==> src/rtl/ex_stage_pkg.sv <==
// rtl/ex_stage_pkg.sv - shared widths, opcodes and divider state type for the EX stage
// Purpose: single source of bus widths, aluop/alusel encodings and the divider
// FSM state enum used by ex_stage, div_unit, ex_stage_if and the bench.
package ex_stage_pkg;

  localparam int AluOpBus   = 8;
  localparam int AluSelBus  = 3;
  localparam int RegBus     = 32;
  localparam int RegAddrBus = 5;

  // Quotient bits produced, one per cycle in the ON state.
  localparam int DIV_STEPS = 32;

  localparam logic [RegBus-1:0] ZeroWord     = '0;
  localparam logic              WriteEnable  = 1'b1;
  localparam logic              WriteDisable = 1'b0;

  localparam logic [AluOpBus-1:0] EXE_NOP_OP  = 8'b0000_0000;
  localparam logic [AluOpBus-1:0] EXE_AND_OP  = 8'b0010_0100;
  localparam logic [AluOpBus-1:0] EXE_OR_OP   = 8'b0010_0101;
  localparam logic [AluOpBus-1:0] EXE_XOR_OP  = 8'b0010_0110;
  localparam logic [AluOpBus-1:0] EXE_NOR_OP  = 8'b0010_0111;
  localparam logic [AluOpBus-1:0] EXE_SLL_OP  = 8'b0111_1100;
  localparam logic [AluOpBus-1:0] EXE_SRL_OP  = 8'b0000_0010;
  localparam logic [AluOpBus-1:0] EXE_SRA_OP  = 8'b0000_0011;
  localparam logic [AluOpBus-1:0] EXE_SLLV_OP = 8'b0000_0100;
  localparam logic [AluOpBus-1:0] EXE_SRLV_OP = 8'b0000_0110;
  localparam logic [AluOpBus-1:0] EXE_SRAV_OP = 8'b0000_0111;
  localparam logic [AluOpBus-1:0] EXE_MFHI_OP = 8'b0001_0000;
  localparam logic [AluOpBus-1:0] EXE_MTHI_OP = 8'b0001_0001;
  localparam logic [AluOpBus-1:0] EXE_MFLO_OP = 8'b0001_0010;
  localparam logic [AluOpBus-1:0] EXE_MTLO_OP = 8'b0001_0011;
  localparam logic [AluOpBus-1:0] EXE_DIV_OP  = 8'b0001_1010;
  localparam logic [AluOpBus-1:0] EXE_DIVU_OP = 8'b0001_1011;

  localparam logic [AluSelBus-1:0] EXE_RES_NOP   = 3'b000;
  localparam logic [AluSelBus-1:0] EXE_RES_LOGIC = 3'b001;
  localparam logic [AluSelBus-1:0] EXE_RES_SHIFT = 3'b010;
  localparam logic [AluSelBus-1:0] EXE_RES_MOVE  = 3'b011;
  localparam logic [AluSelBus-1:0] EXE_RES_ARITH = 3'b100;

  typedef enum logic [1:0] {
    DIV_IDLE = 2'd0,
    DIV_ZERO = 2'd1,
    DIV_ON   = 2'd2,
    DIV_END  = 2'd3
  } div_state_e;

  function automatic logic is_div_op(input logic [AluOpBus-1:0] op);
    return (op == EXE_DIV_OP) || (op == EXE_DIVU_OP);
  endfunction

endpackage

==> src/rtl/ex_stage_if.sv <==
// rtl/ex_stage_if.sv - ID/EX inputs and EX outputs of the execute stage
// Purpose: bundles the decoded instruction fields entering EX and the
// forwarding/result/HI-LO signals leaving it.
// Modports: master = upstream/pipeline side (drives *_i, reads *_o),
//           slave  = ex_stage (reads *_i, drives *_o).
interface ex_stage_if;
  import ex_stage_pkg::*;

  logic [AluOpBus-1:0]   aluop_i;
  logic [AluSelBus-1:0]  alusel_i;
  logic [RegBus-1:0]     reg1_i;
  logic [RegBus-1:0]     reg2_i;
  logic [RegAddrBus-1:0] wd_i;
  logic                  wreg_i;

  logic [RegAddrBus-1:0] wd_o;
  logic                  wreg_o;
  logic [RegBus-1:0]     wdata_o;
  logic                  stallreq_o;
  logic [RegBus-1:0]     hi_o;
  logic [RegBus-1:0]     lo_o;

  modport master (
    output aluop_i, alusel_i, reg1_i, reg2_i, wd_i, wreg_i,
    input  wd_o, wreg_o, wdata_o, stallreq_o, hi_o, lo_o
  );

  modport slave (
    input  aluop_i, alusel_i, reg1_i, reg2_i, wd_i, wreg_i,
    output wd_o, wreg_o, wdata_o, stallreq_o, hi_o, lo_o
  );

endinterface

==> src/rtl/ex_stage_div.sv <==
// rtl/ex_stage_div.sv - 32-step restoring divider for DIV/DIVU
// Purpose: multi-cycle divider FSM (IDLE, ZERO, ON, END).
// Ports: clk, rst (sync, active-high); start (div op present), signed_div,
//        annul (op withdrawn, abandon work), opdata1 (dividend),
//        opdata2 (divisor); result = {remainder, quotient} valid while
//        ready; busy while ON or ZERO.
module div_unit
  import ex_stage_pkg::*;
(
  input  logic              clk,
  input  logic              rst,
  input  logic              start,
  input  logic              signed_div,
  input  logic              annul,
  input  logic [RegBus-1:0] opdata1,
  input  logic [RegBus-1:0] opdata2,
  output logic [63:0]       result,
  output logic              ready,
  output logic              busy
);

  div_state_e state, state_nxt;
  logic [4:0]        cnt;
  logic [RegBus-1:0] rem;
  logic [RegBus-1:0] quot;     // holds the dividend, shifted out as quotient bits shift in
  logic [RegBus-1:0] divisor;
  logic              neg_quot;
  logic              neg_rem;
  logic [RegBus:0]   trial;

  // Partial remainder < divisor, so {rem, next bit} fits in 33 bits and
  // trial[32] set means the subtraction went negative (restore).
  assign trial = {rem, quot[RegBus-1]} - {1'b0, divisor};

  always_comb begin
    state_nxt = state;
    case (state)
      DIV_IDLE: if (start) state_nxt = (opdata2 == ZeroWord) ? DIV_ZERO : DIV_ON;
      DIV_ZERO: state_nxt = annul ? DIV_IDLE : DIV_END;
      DIV_ON: begin
        if (annul)                              state_nxt = DIV_IDLE;
        else if (cnt == 5'(DIV_STEPS - 1))      state_nxt = DIV_END;
      end
      DIV_END:  state_nxt = DIV_IDLE;
      default:  state_nxt = DIV_IDLE;
    endcase
  end

  always_ff @(posedge clk) begin
    if (rst) state <= DIV_IDLE;
    else     state <= state_nxt;
  end

  always_ff @(posedge clk) begin
    if (rst) begin
      cnt      <= '0;
      rem      <= '0;
      quot     <= '0;
      divisor  <= '0;
      neg_quot <= 1'b0;
      neg_rem  <= 1'b0;
    end else begin
      case (state)
        DIV_IDLE: begin
          if (start && opdata2 != ZeroWord) begin
            cnt      <= '0;
            rem      <= '0;
            quot     <= (signed_div && opdata1[RegBus-1]) ? -opdata1 : opdata1;
            divisor  <= (signed_div && opdata2[RegBus-1]) ? -opdata2 : opdata2;
            neg_quot <= signed_div && (opdata1[RegBus-1] ^ opdata2[RegBus-1]);
            neg_rem  <= signed_div && opdata1[RegBus-1];
          end
        end
        DIV_ZERO: begin
          rem      <= '0;
          quot     <= '0;
          neg_quot <= 1'b0;
          neg_rem  <= 1'b0;
        end
        DIV_ON: begin
          if (!trial[RegBus]) begin
            rem  <= trial[RegBus-1:0];
            quot <= {quot[RegBus-2:0], 1'b1};
          end else begin
            rem  <= {rem[RegBus-2:0], quot[RegBus-1]};
            quot <= {quot[RegBus-2:0], 1'b0};
          end
          cnt <= cnt + 5'd1;
        end
        default: ;
      endcase
    end
  end

  // Sign fix-up: quotient negative when signs differ, remainder follows dividend.
  assign result = {(neg_rem ? -rem : rem), (neg_quot ? -quot : quot)};
  assign ready  = (state == DIV_END);
  assign busy   = (state == DIV_ON) || (state == DIV_ZERO);

endmodule

==> src/rtl/ex_stage.sv <==
// rtl/ex_stage.sv - MIPS32 execute stage: logic/shift/move ALU, HI/LO, divider stall
// Purpose: combinational result for single-cycle ops, owner of HI/LO,
// stall request while DIV/DIVU is in progress.
// Ports: clk, rst (sync, active-high); ex (ex_stage_if.slave):
//        aluop_i/alusel_i/reg1_i/reg2_i/wd_i/wreg_i in,
//        wd_o/wreg_o/wdata_o forwarding bus, stallreq_o, hi_o/lo_o out.
module ex_stage
  import ex_stage_pkg::*;
(
  input  logic       clk,
  input  logic       rst,
  ex_stage_if.slave  ex
);

  logic              is_div;
  logic              is_mt;
  logic              stall;
  logic [RegBus-1:0] hi_q, lo_q;
  logic [63:0]       div_result;
  logic              div_ready, div_busy;
  logic [RegBus-1:0] logic_res, shift_res, move_res, alu_res;
  logic [4:0]        shamt;

  assign is_div = is_div_op(ex.aluop_i);
  assign is_mt  = (ex.aluop_i == EXE_MTHI_OP) || (ex.aluop_i == EXE_MTLO_OP);
  assign shamt  = ex.reg1_i[4:0];

  div_unit u_div (
    .clk        (clk),
    .rst        (rst),
    .start      (is_div),
    .signed_div (ex.aluop_i == EXE_DIV_OP),
    .annul      (!is_div),
    .opdata1    (ex.reg1_i),
    .opdata2    (ex.reg2_i),
    .result     (div_result),
    .ready      (div_ready),
    .busy       (div_busy)
  );

  // END is the one unstalled cycle that lets the pipeline advance past the DIV.
  assign stall = is_div && !div_ready;

  always_comb begin
    logic_res = ZeroWord;
    case (ex.aluop_i)
      EXE_OR_OP:  logic_res = ex.reg1_i | ex.reg2_i;
      EXE_AND_OP: logic_res = ex.reg1_i & ex.reg2_i;
      EXE_XOR_OP: logic_res = ex.reg1_i ^ ex.reg2_i;
      EXE_NOR_OP: logic_res = ~(ex.reg1_i | ex.reg2_i);
      default:    logic_res = ZeroWord;
    endcase
  end

  always_comb begin
    shift_res = ZeroWord;
    case (ex.aluop_i)
      EXE_SLL_OP, EXE_SLLV_OP: shift_res = ex.reg2_i << shamt;
      EXE_SRL_OP, EXE_SRLV_OP: shift_res = ex.reg2_i >> shamt;
      EXE_SRA_OP, EXE_SRAV_OP: shift_res = $unsigned($signed(ex.reg2_i) >>> shamt);
      default:                 shift_res = ZeroWord;
    endcase
  end

  always_comb begin
    move_res = ZeroWord;
    case (ex.aluop_i)
      EXE_MFHI_OP: move_res = hi_q;
      EXE_MFLO_OP: move_res = lo_q;
      default:     move_res = ZeroWord;
    endcase
  end

  always_comb begin
    alu_res = ZeroWord;
    case (ex.alusel_i)
      EXE_RES_LOGIC: alu_res = logic_res;
      EXE_RES_SHIFT: alu_res = shift_res;
      EXE_RES_MOVE:  alu_res = move_res;
      default:       alu_res = ZeroWord;
    endcase
  end

  always_comb begin
    ex.wd_o       = ex.wd_i;
    ex.wreg_o     = ex.wreg_i;
    ex.wdata_o    = alu_res;
    ex.stallreq_o = stall;
    if (rst) begin
      ex.wd_o       = '0;
      ex.wreg_o     = WriteDisable;
      ex.wdata_o    = ZeroWord;
      ex.stallreq_o = 1'b0;
    end else if (is_div) begin
      ex.wreg_o  = WriteDisable;
      ex.wdata_o = ZeroWord;
    end else if (is_mt) begin
      ex.wreg_o  = WriteDisable;
    end
  end

  // Divider completion has priority; MTHI/MTLO only land when nothing is in flight.
  always_ff @(posedge clk) begin
    if (rst) begin
      hi_q <= ZeroWord;
      lo_q <= ZeroWord;
    end else if (div_ready) begin
      hi_q <= div_result[63:32];
      lo_q <= div_result[31:0];
    end else if (!stall && !div_busy) begin
      if (ex.aluop_i == EXE_MTHI_OP) hi_q <= ex.reg1_i;
      if (ex.aluop_i == EXE_MTLO_OP) lo_q <= ex.reg1_i;
    end
  end

  assign ex.hi_o = hi_q;
  assign ex.lo_o = lo_q;

endmodule

==> src/flat_wrapper.sv <==
// flat-port wrapper written by rule: the top's interface ports become plain ports
module ex_stage_flat import ex_stage_pkg::*;
  (clk, rst, ex_aluop_i, ex_alusel_i, ex_reg1_i, ex_reg2_i, ex_wd_i, ex_wreg_i, ex_wd_o, ex_wreg_o, ex_wdata_o, ex_stallreq_o, ex_hi_o, ex_lo_o);
  ex_stage_if ex_i ();
  input  logic clk;
  input  logic rst;
  input wire logic [$bits(ex_i.aluop_i)-1:0] ex_aluop_i;
  input wire logic [$bits(ex_i.alusel_i)-1:0] ex_alusel_i;
  input wire logic [$bits(ex_i.reg1_i)-1:0] ex_reg1_i;
  input wire logic [$bits(ex_i.reg2_i)-1:0] ex_reg2_i;
  input wire logic [$bits(ex_i.wd_i)-1:0] ex_wd_i;
  input wire logic [$bits(ex_i.wreg_i)-1:0] ex_wreg_i;
  output wire logic [$bits(ex_i.wd_o)-1:0] ex_wd_o;
  output wire logic [$bits(ex_i.wreg_o)-1:0] ex_wreg_o;
  output wire logic [$bits(ex_i.wdata_o)-1:0] ex_wdata_o;
  output wire logic [$bits(ex_i.stallreq_o)-1:0] ex_stallreq_o;
  output wire logic [$bits(ex_i.hi_o)-1:0] ex_hi_o;
  output wire logic [$bits(ex_i.lo_o)-1:0] ex_lo_o;
  assign ex_i.aluop_i = ex_aluop_i;
  assign ex_i.alusel_i = ex_alusel_i;
  assign ex_i.reg1_i = ex_reg1_i;
  assign ex_i.reg2_i = ex_reg2_i;
  assign ex_i.wd_i = ex_wd_i;
  assign ex_i.wreg_i = ex_wreg_i;
  assign ex_wd_o = ex_i.wd_o;
  assign ex_wreg_o = ex_i.wreg_o;
  assign ex_wdata_o = ex_i.wdata_o;
  assign ex_stallreq_o = ex_i.stallreq_o;
  assign ex_hi_o = ex_i.hi_o;
  assign ex_lo_o = ex_i.lo_o;
  ex_stage u_core (.clk(clk), .rst(rst), .ex(ex_i));
endmodule
==> config.mk <==
export PLATFORM = sky130hd
export DESIGN_NAME = ex_stage_flat
export DESIGN_NICKNAME = d
export VERILOG_FILES = /design/src/rtl/ex_stage_pkg.sv /design/src/rtl/ex_stage_if.sv /design/src/rtl/ex_stage_div.sv /design/src/rtl/ex_stage.sv /design/src/flat_wrapper.sv
export SDC_FILE = /design/constraint.sdc
export NUM_CORES = 1
export LEC_CHECK = 0
export CAP_MARGIN = 0
export CORE_MARGIN = 5
export CORE_UTILIZATION = 50
export DETAILED_ROUTE_END_ITERATION = 10
export HOLD_SLACK_MARGIN = 0.03
export PLACE_DENSITY = 0.74
export SETUP_SLACK_MARGIN = 0.1
export SYNTH_ARGS = -nofsm -noshare
export SYNTH_HDL_FRONTEND = slang
export SYNTH_HIERARCHICAL = 1
export SYNTH_SLANG_ARGS = --single-unit
==> constraint.sdc <==
create_clock -name clk -period 4.2 [get_ports clk]
set_input_delay 1.26 -clock clk [delete_from_list [all_inputs] [get_ports clk]]
set_output_delay 1.26 -clock clk [all_outputs]
set_load 0.02 [all_outputs]
# Word level (Yosys, flattened, before mapping)
# Cells that the tools add are included.
[totals]
regBits = 169
output_inout_bits = 103
elab_cells = 119
[op_classes]
addsub = 6
mux = 39
n_bitwise = 5
shift = 3
reduce_logical = 31
n_eq_ne = 26
[op_table]
columns = ["cell", "n"]
rows = [
  ["two-way mux 32 bit", 15],
  ["one-hot mux 32 bit (3 select lines)", 4],
  ["negator 32 bit", 4],
  ["one-hot mux 32 bit (4 select lines)", 1],
  ["one-hot mux 32 bit (2 select lines)", 1],
  ["equality test 8 x 5 -> 1 bit, second input constant", 6],
  ["subtractor 33 x 32 -> 33 bit", 1],
  ["AND 32 bit", 1],
  ["equality test 8 x 6 -> 1 bit, second input constant", 4],
  ["zero test 32 bit", 1],
  ["NOT 32 bit", 1],
  ["OR 32 bit", 1],
  ["nonzero test 32 bit", 1],
  ["left shift 32 x 5 -> 32 bit", 1],
  [">> shifter 32 x 5 -> 32 bit", 1],
  [">>> shifter 32 x 5 -> 32 bit", 1],
  ["XOR 32 bit", 1],
  ["equality test 8 x 3 -> 1 bit, second input constant", 3],
  ["equality test 8 x 2 -> 1 bit, second input constant", 2],
  ["AND reduction 2 bit", 7],
  ["two-way mux 2 bit", 5],
  ["two-way mux 5 bit", 2],
  ["one-hot mux 5 bit (2 select lines)", 1],
  ["nonzero test 2 bit", 5],
  ["other kinds (20)", 40],
]

# Longest topological paths before layout
[depth]
word_depth = 7
depth_mapped = 13

# Cells and area by module
# Netlist, hierarchy kept.
[modules_own_cells]
columns = ["mod", "area_per_inst_um2", "instances", "cells_each"]
rows = [
  ["ex_stage", 10352.4, 1, 1269],
  ["div_unit", 8573.2, 1, 1151],
]

# Worst setup path after synthesis
# Ideal clock, no wire load.
[synth_timing]
path_kind = "in2out"
startpoint = "in ex_reg1_i[0]"
endpoint = "out ex_wdata_o[8]"
t_required_ns = 2.940
setup_slack_ns = -0.383
t_arrival_ns = 3.323
path_buffers = 4
path_stages = 11
path_cell_list = "buf_6 -> buf_6 -> buf_8 -> buf_4 -> inv_2 -> ha_1 -> nand2b_1 -> o211ai_1 -> o311ai_0 -> a311oi_1 -> o41ai_1"
[synth_via]
elab_chain_len = 5
elab_cells_between_ends = 7
classes_between = "3 x shift; 4 x mux"
[synth_rtl]
columns = ["element", "line_no", "source"]
rows = [
  ["start: declaration", "flat_wrapper.sv:9", "input wire logic [$bits(ex_i.reg1_i)-1:0] ex_reg1_i;"],
  [">>> shifter 32 x 5 -> 32 bit (tied with other cells)", "ex_stage.sv:60", "EXE_SRA_OP, EXE_SRAV_OP: shift_res = $unsigned($signed(ex.reg2_i) >>> shamt);"],
  ["one-hot mux 32 bit (3 select lines) *", "ex_stage.sv:57", "case (ex.aluop_i)"],
  ["one-hot mux 32 bit (3 select lines) *", "ex_stage.sv:76", "case (ex.alusel_i)"],
  ["two-way mux 32 bit *", "ex_stage.sv:94", "end else if (is_div) begin"],
  ["two-way mux 32 bit *", "ex_stage.sv:89", "if (rst) begin"],
  ["end: declaration", "flat_wrapper.sv:15", "output wire logic [$bits(ex_i.wdata_o)-1:0] ex_wdata_o;"],
]
# Mark *: on every way between the ends. The rest lies on a longest branch, timed or not.

# Worst setup path after layout
[layout_timing]
startpoint = "in ex_aluop_i[6]"
endpoint = "out ex_wdata_o[1]"
[layout_via]
elab_chain_len = 6
elab_cells_between_ends = 24
classes_between = "14 x eq/ne; 6 x mux; 4 x reduce/logical"
[layout_rtl]
columns = ["element", "line_no", "source"]
rows = [
  ["start: declaration", "flat_wrapper.sv:7", "input wire logic [$bits(ex_i.aluop_i)-1:0] ex_aluop_i;"],
  ["equality test 8 x 2 -> 1 bit (tied with other cells)", "ex_stage.sv:57", ""],
  ["OR reduction 2 bit", "ex_stage.sv:57", ""],
  ["one-hot mux 32 bit (3 select lines)", "ex_stage.sv:57", ""],
  ["one-hot mux 32 bit (3 select lines)", "ex_stage.sv:76", ""],
  ["two-way mux 32 bit *", "ex_stage.sv:94", ""],
  ["two-way mux 32 bit *", "ex_stage.sv:89", ""],
]
# Marked as above.

==> metrics.md <==
| Metric | Value |
|---|---|
| Internal power | `3510 uW` |
| Fin Clk Skew | `14.3 ps` |
| H-tree depth reported by CTS | `4` |
| Crit share post-route | `112%` |
| R2R Path End | `u_core/ex.hi_o[28]$_SDFFE_PP0P_` |
| I/O Buffers | `185` |
| Top post-synthesis cells by area | `dfxtp_1, mux2i_1, ha_1` |
| Worst skew pair latency | `450 ps` |
| Clk root buf | `clkbuf_16` |
| Yosys top cell area share | `17.9%` |
| Synthesis warning total | `6` |
| R2R cell count | `13` |
| Total wire length | `93.9 mm` |
| Switching Fraction | `34.8%` |
| Commonest cells post-synth | `nand2_1, nor2_1, o21ai_0` |
| R2R setup slack | `650 ps` |
| CP peak stage delay | `540 ps` |
| Placed Cells | `3394` |
| Synth Instances | `2420` |
| Vias per inst | `6.50` |
| TritonCTS clock tree | `done` |
| Run status | `finished, violations left` |
| Ys flop type | `dfxtp_1` |
| CP startpoint kind | `input port` |
| Hold Path End | `u_core/u_div/divisor[5]$_SDFFE_PP0P_` |
| Cell taking the most area after synthesis | `dfxtp_1` |
| Die width | `205 um` |
| Failing checks | `setup timing` |
| Cell Chain, Critical Path | `buf_8, or4_4, buf_6, a2111oi_4, buf_4, buf_12, and3_4, nor3_4, a21oi_2, a22o_1, buf_6` |
| WL/cell | `26.8 um` |
| Slew Viols, Final | `0` |
| Ratio of cells with drive above 1 in the final layout | `31.2%` |
| Rows | `71` |
| Grt ovf | `0` |
| RSZ-0062 raised after global routing | `true` |
| CP arrival | `3460 ps` |
| Unique masters post-synth | `96` |
| Drt pass-1 iters | `6` |
| EDFF count, synth | `0` |
| FF-to-FF Start | `u_core/u_div/rem[0]$_SDFFE_PP0P_` |
| Clk pin slew, worst setup/hold paths | `70 ps` |
| Final Hold Violating Endpoints | `0` |
| Final Non-Filler Cells | `3507` |
| Largest net degree at the start of global routing | `120` |
| Most frequent CP cell | `buf_6` |
| Drt drc | `0` |
| Net Sw Power | `1870 uW` |
| Chip Height | `205 um` |
| First-pass GRT wire length | `136 mm` |
| Leak | `0.0115 uW` |
| Hold/Removal Path Class | `flop to flop` |
| Max Root-Sink Buffers | `2` |
| Layout area overhead | `43.6%` |
| Vias in the first global route | `21300` |
| Seq pwr share | `30.3%` |
| Final Util | `72.5%` |
| Comb pwr share | `36.6%` |
| Ports | `186` |
| Starting density of the core | `50.5%` |
| Nature of the critical path endpoint | `output port` |
| CP max stage cell | `or4_4` |
| Setup Crit Path Kind | `input port to output port` |
| Final min period | `4720 ps` |
| Measured slew at the worst slew-check pin | `1130 ps` |
| Critical path startpoint | `ex_aluop_i[6]` |
| Initial DRC Count | `3146` |
| PwrDens | `198 mW/mm^2` |
| RePlAce Congestion | `1.08` |
| Half-perimeter wire length after placement | `71.8 mm` |
| Place WS | `-1480 ps` |
| Worst IR Drop VDD | `0.306 mV` |
| ANT nets after route | `0` |
| Asr flop ratio synth | `0%` |
| Critical path fanouts, max | `7` |
| Synth Register Bits | `169` |
| Inserted Clock Buffers | `17` |
| Clock power share | `33.1%` |
| Fmax | `212 MHz` |
| Total GRT Usage | `42.8%` |
| Critical Path RT | `2940 ps` |
| Register area share after synthesis | `17.9%` |
| Cts hold-fix bufs | `0` |
| Placeable Area | `0.0375 sq mm` |
| Clk sinks | `169` |
| Max_slew headroom | `24.5%` |
| Initial antenna violation count | `4` |
| Post-Syn Area | `0.0189 sq mm` |
| Max Cap Viol | `0` |
| Worst setup margin | `-516 ps` |
| Hold path depth | `2` |
| Die area | `0.0418 sq mm` |
| Avg Inst Size Synth | `7.82 sq um` |
| Via count | `22800` |
| Hold_sp | `u_core/u_div/divisor[5]$_SDFFE_PP0P_` |
| Synthesized net count | `2613` |
| # nets final | `3174` |
| Count leader, synth | `nand2_1` |
| Final setup viols | `32` |
cell families after synthesis:
logic type / count (synthesis) / synth area share (%)
AOI/OAI and AO/OA: 661 / 22.7
adders and majority gates: 110 / 7.31
xor gates and xnor gates: 180 / 8.33
DFF: 169 / 17.9
muxes: 278 / 18.6
and+or+nand+nor: 710 / 18.0
buffers and inverters: 312 / 7.11
worst max-delay path by stage:
stage / endpoint / slack (ps) / cells after the start
after floorplan: ex_wdata_o[8] / -110 / 5
after global placement: ex_wdata_o[16] / -1480 / 9
after detailed placement: ex_wdata_o[16] / -1480 / 9
after CTS: ex_wdata_o[1] / -500 / 11
after global routing: ex_wdata_o[4] / -540 / 11
final: ex_wdata_o[1] / -520 / 11
repair_timing:
| item | CTS | global route |
|---|---|---|
| pin swaps | 62 | 61 |
| endpoints found under the setup margin | 34 | 36 |
| gates cloned | 5 | 0 |
| setup buffers | 53 | 23 |
| resized for setup | 473 | 111 |
state kept, by name (all words and copies together) (netlist names):
signal	flops
u_core/u_div/neg_rem	1
u_core/u_div/cnt	5
u_core/u_div/divisor	32
u_core/u_div/rem	32
u_core/u_div/state	2
u_core/u_div/quot	32
u_core/u_div/neg_quot	1
u_core/ex.hi_o	32
u_core/ex.lo_o	32
through the flow:
stage	hold slack, ps	total power [uW]	setup TNS, ps	instance area (sq um)
CTS	474	5230	-12780	26600
finish	477	5380	-13490	27200
global placement	442	3340	-43260	24700
detailed placement	461	3360	-45460	24700
global route	495	5510	-14570	27200
floorplan	432	2510	-632	19300
critical path: cells and delay by family:
kind	cells	cell delay [ps]
AND/OR/NAND/NOR	3	790
AO/OA/AOI/OAI	3	680
buffers and inverters	5	720
per-layer routing:
| layer | up-vias | GRT usage, % | routed length [um] |
|---|---|---|---|
| li1 | 9914 | - | - |
| met1 | 10800 | 57.0 | 36500 |
| met2 | 1709 | 64.5 | 39800 |
| met3 | 317 | 11.2 | 11600 |
| met4 | 0 | 21.0 | 5930 |
| met5 | - | 0 | 0 |
power groups by stage:
stage                     combinational [uW]  sequential, uW  clock [uW]
final                                   1970            1630        1780
after global routing                    2030            1630        1850
after CTS                               1830            1630        1780
after detailed placement                1690            1670           0
after global placement                  1670            1670           0
after floorplan                          849            1660           0
cells in the final DEF (no fill, tap or decap), types with 14 or more instances in the layout:
cell type        Yosys  final
a21oi_1            148    135
nand2_1            217    207
mux4_2              55     55
nor3_1              42     35
nor2_1             211    203
buf_6               10     83
xor2_1              43     42
o41ai_1             17     16
o211ai_1            17     17
a211oi_1            53     46
clkbuf_16            0     17
o21ai_0            185    165
nand3_1             34     31
buf_12               0     41
o22ai_1             37     23
o21ai_2              0     18
o31ai_1             32     31
xnor2_1            137    137
nor2b_1             74     72
nand2b_1            26     24
dlygate4sd2_1        0     14
ha_1               109    105
o22ai_2              1     14
buf_2               46     16
mux2_4               0     18
mux2i_1            182    167
dfxtp_1            169    169
buf_4                5    452
inv_1              118    114
clkdlybuf4s50_1      0     99
mux2_2              36     18
area by class of cell:
cell class	count	area [sq um]
antenna	2	5.00
clock buffer	18	429
clock inverter	14	211
fill	2885	10300
inverter	121	464
multi-input combinational	1939	15300
sequential	169	3380
tap	511	639
timing repair buffer	733	6750
(Power assumes the default switching activity.)
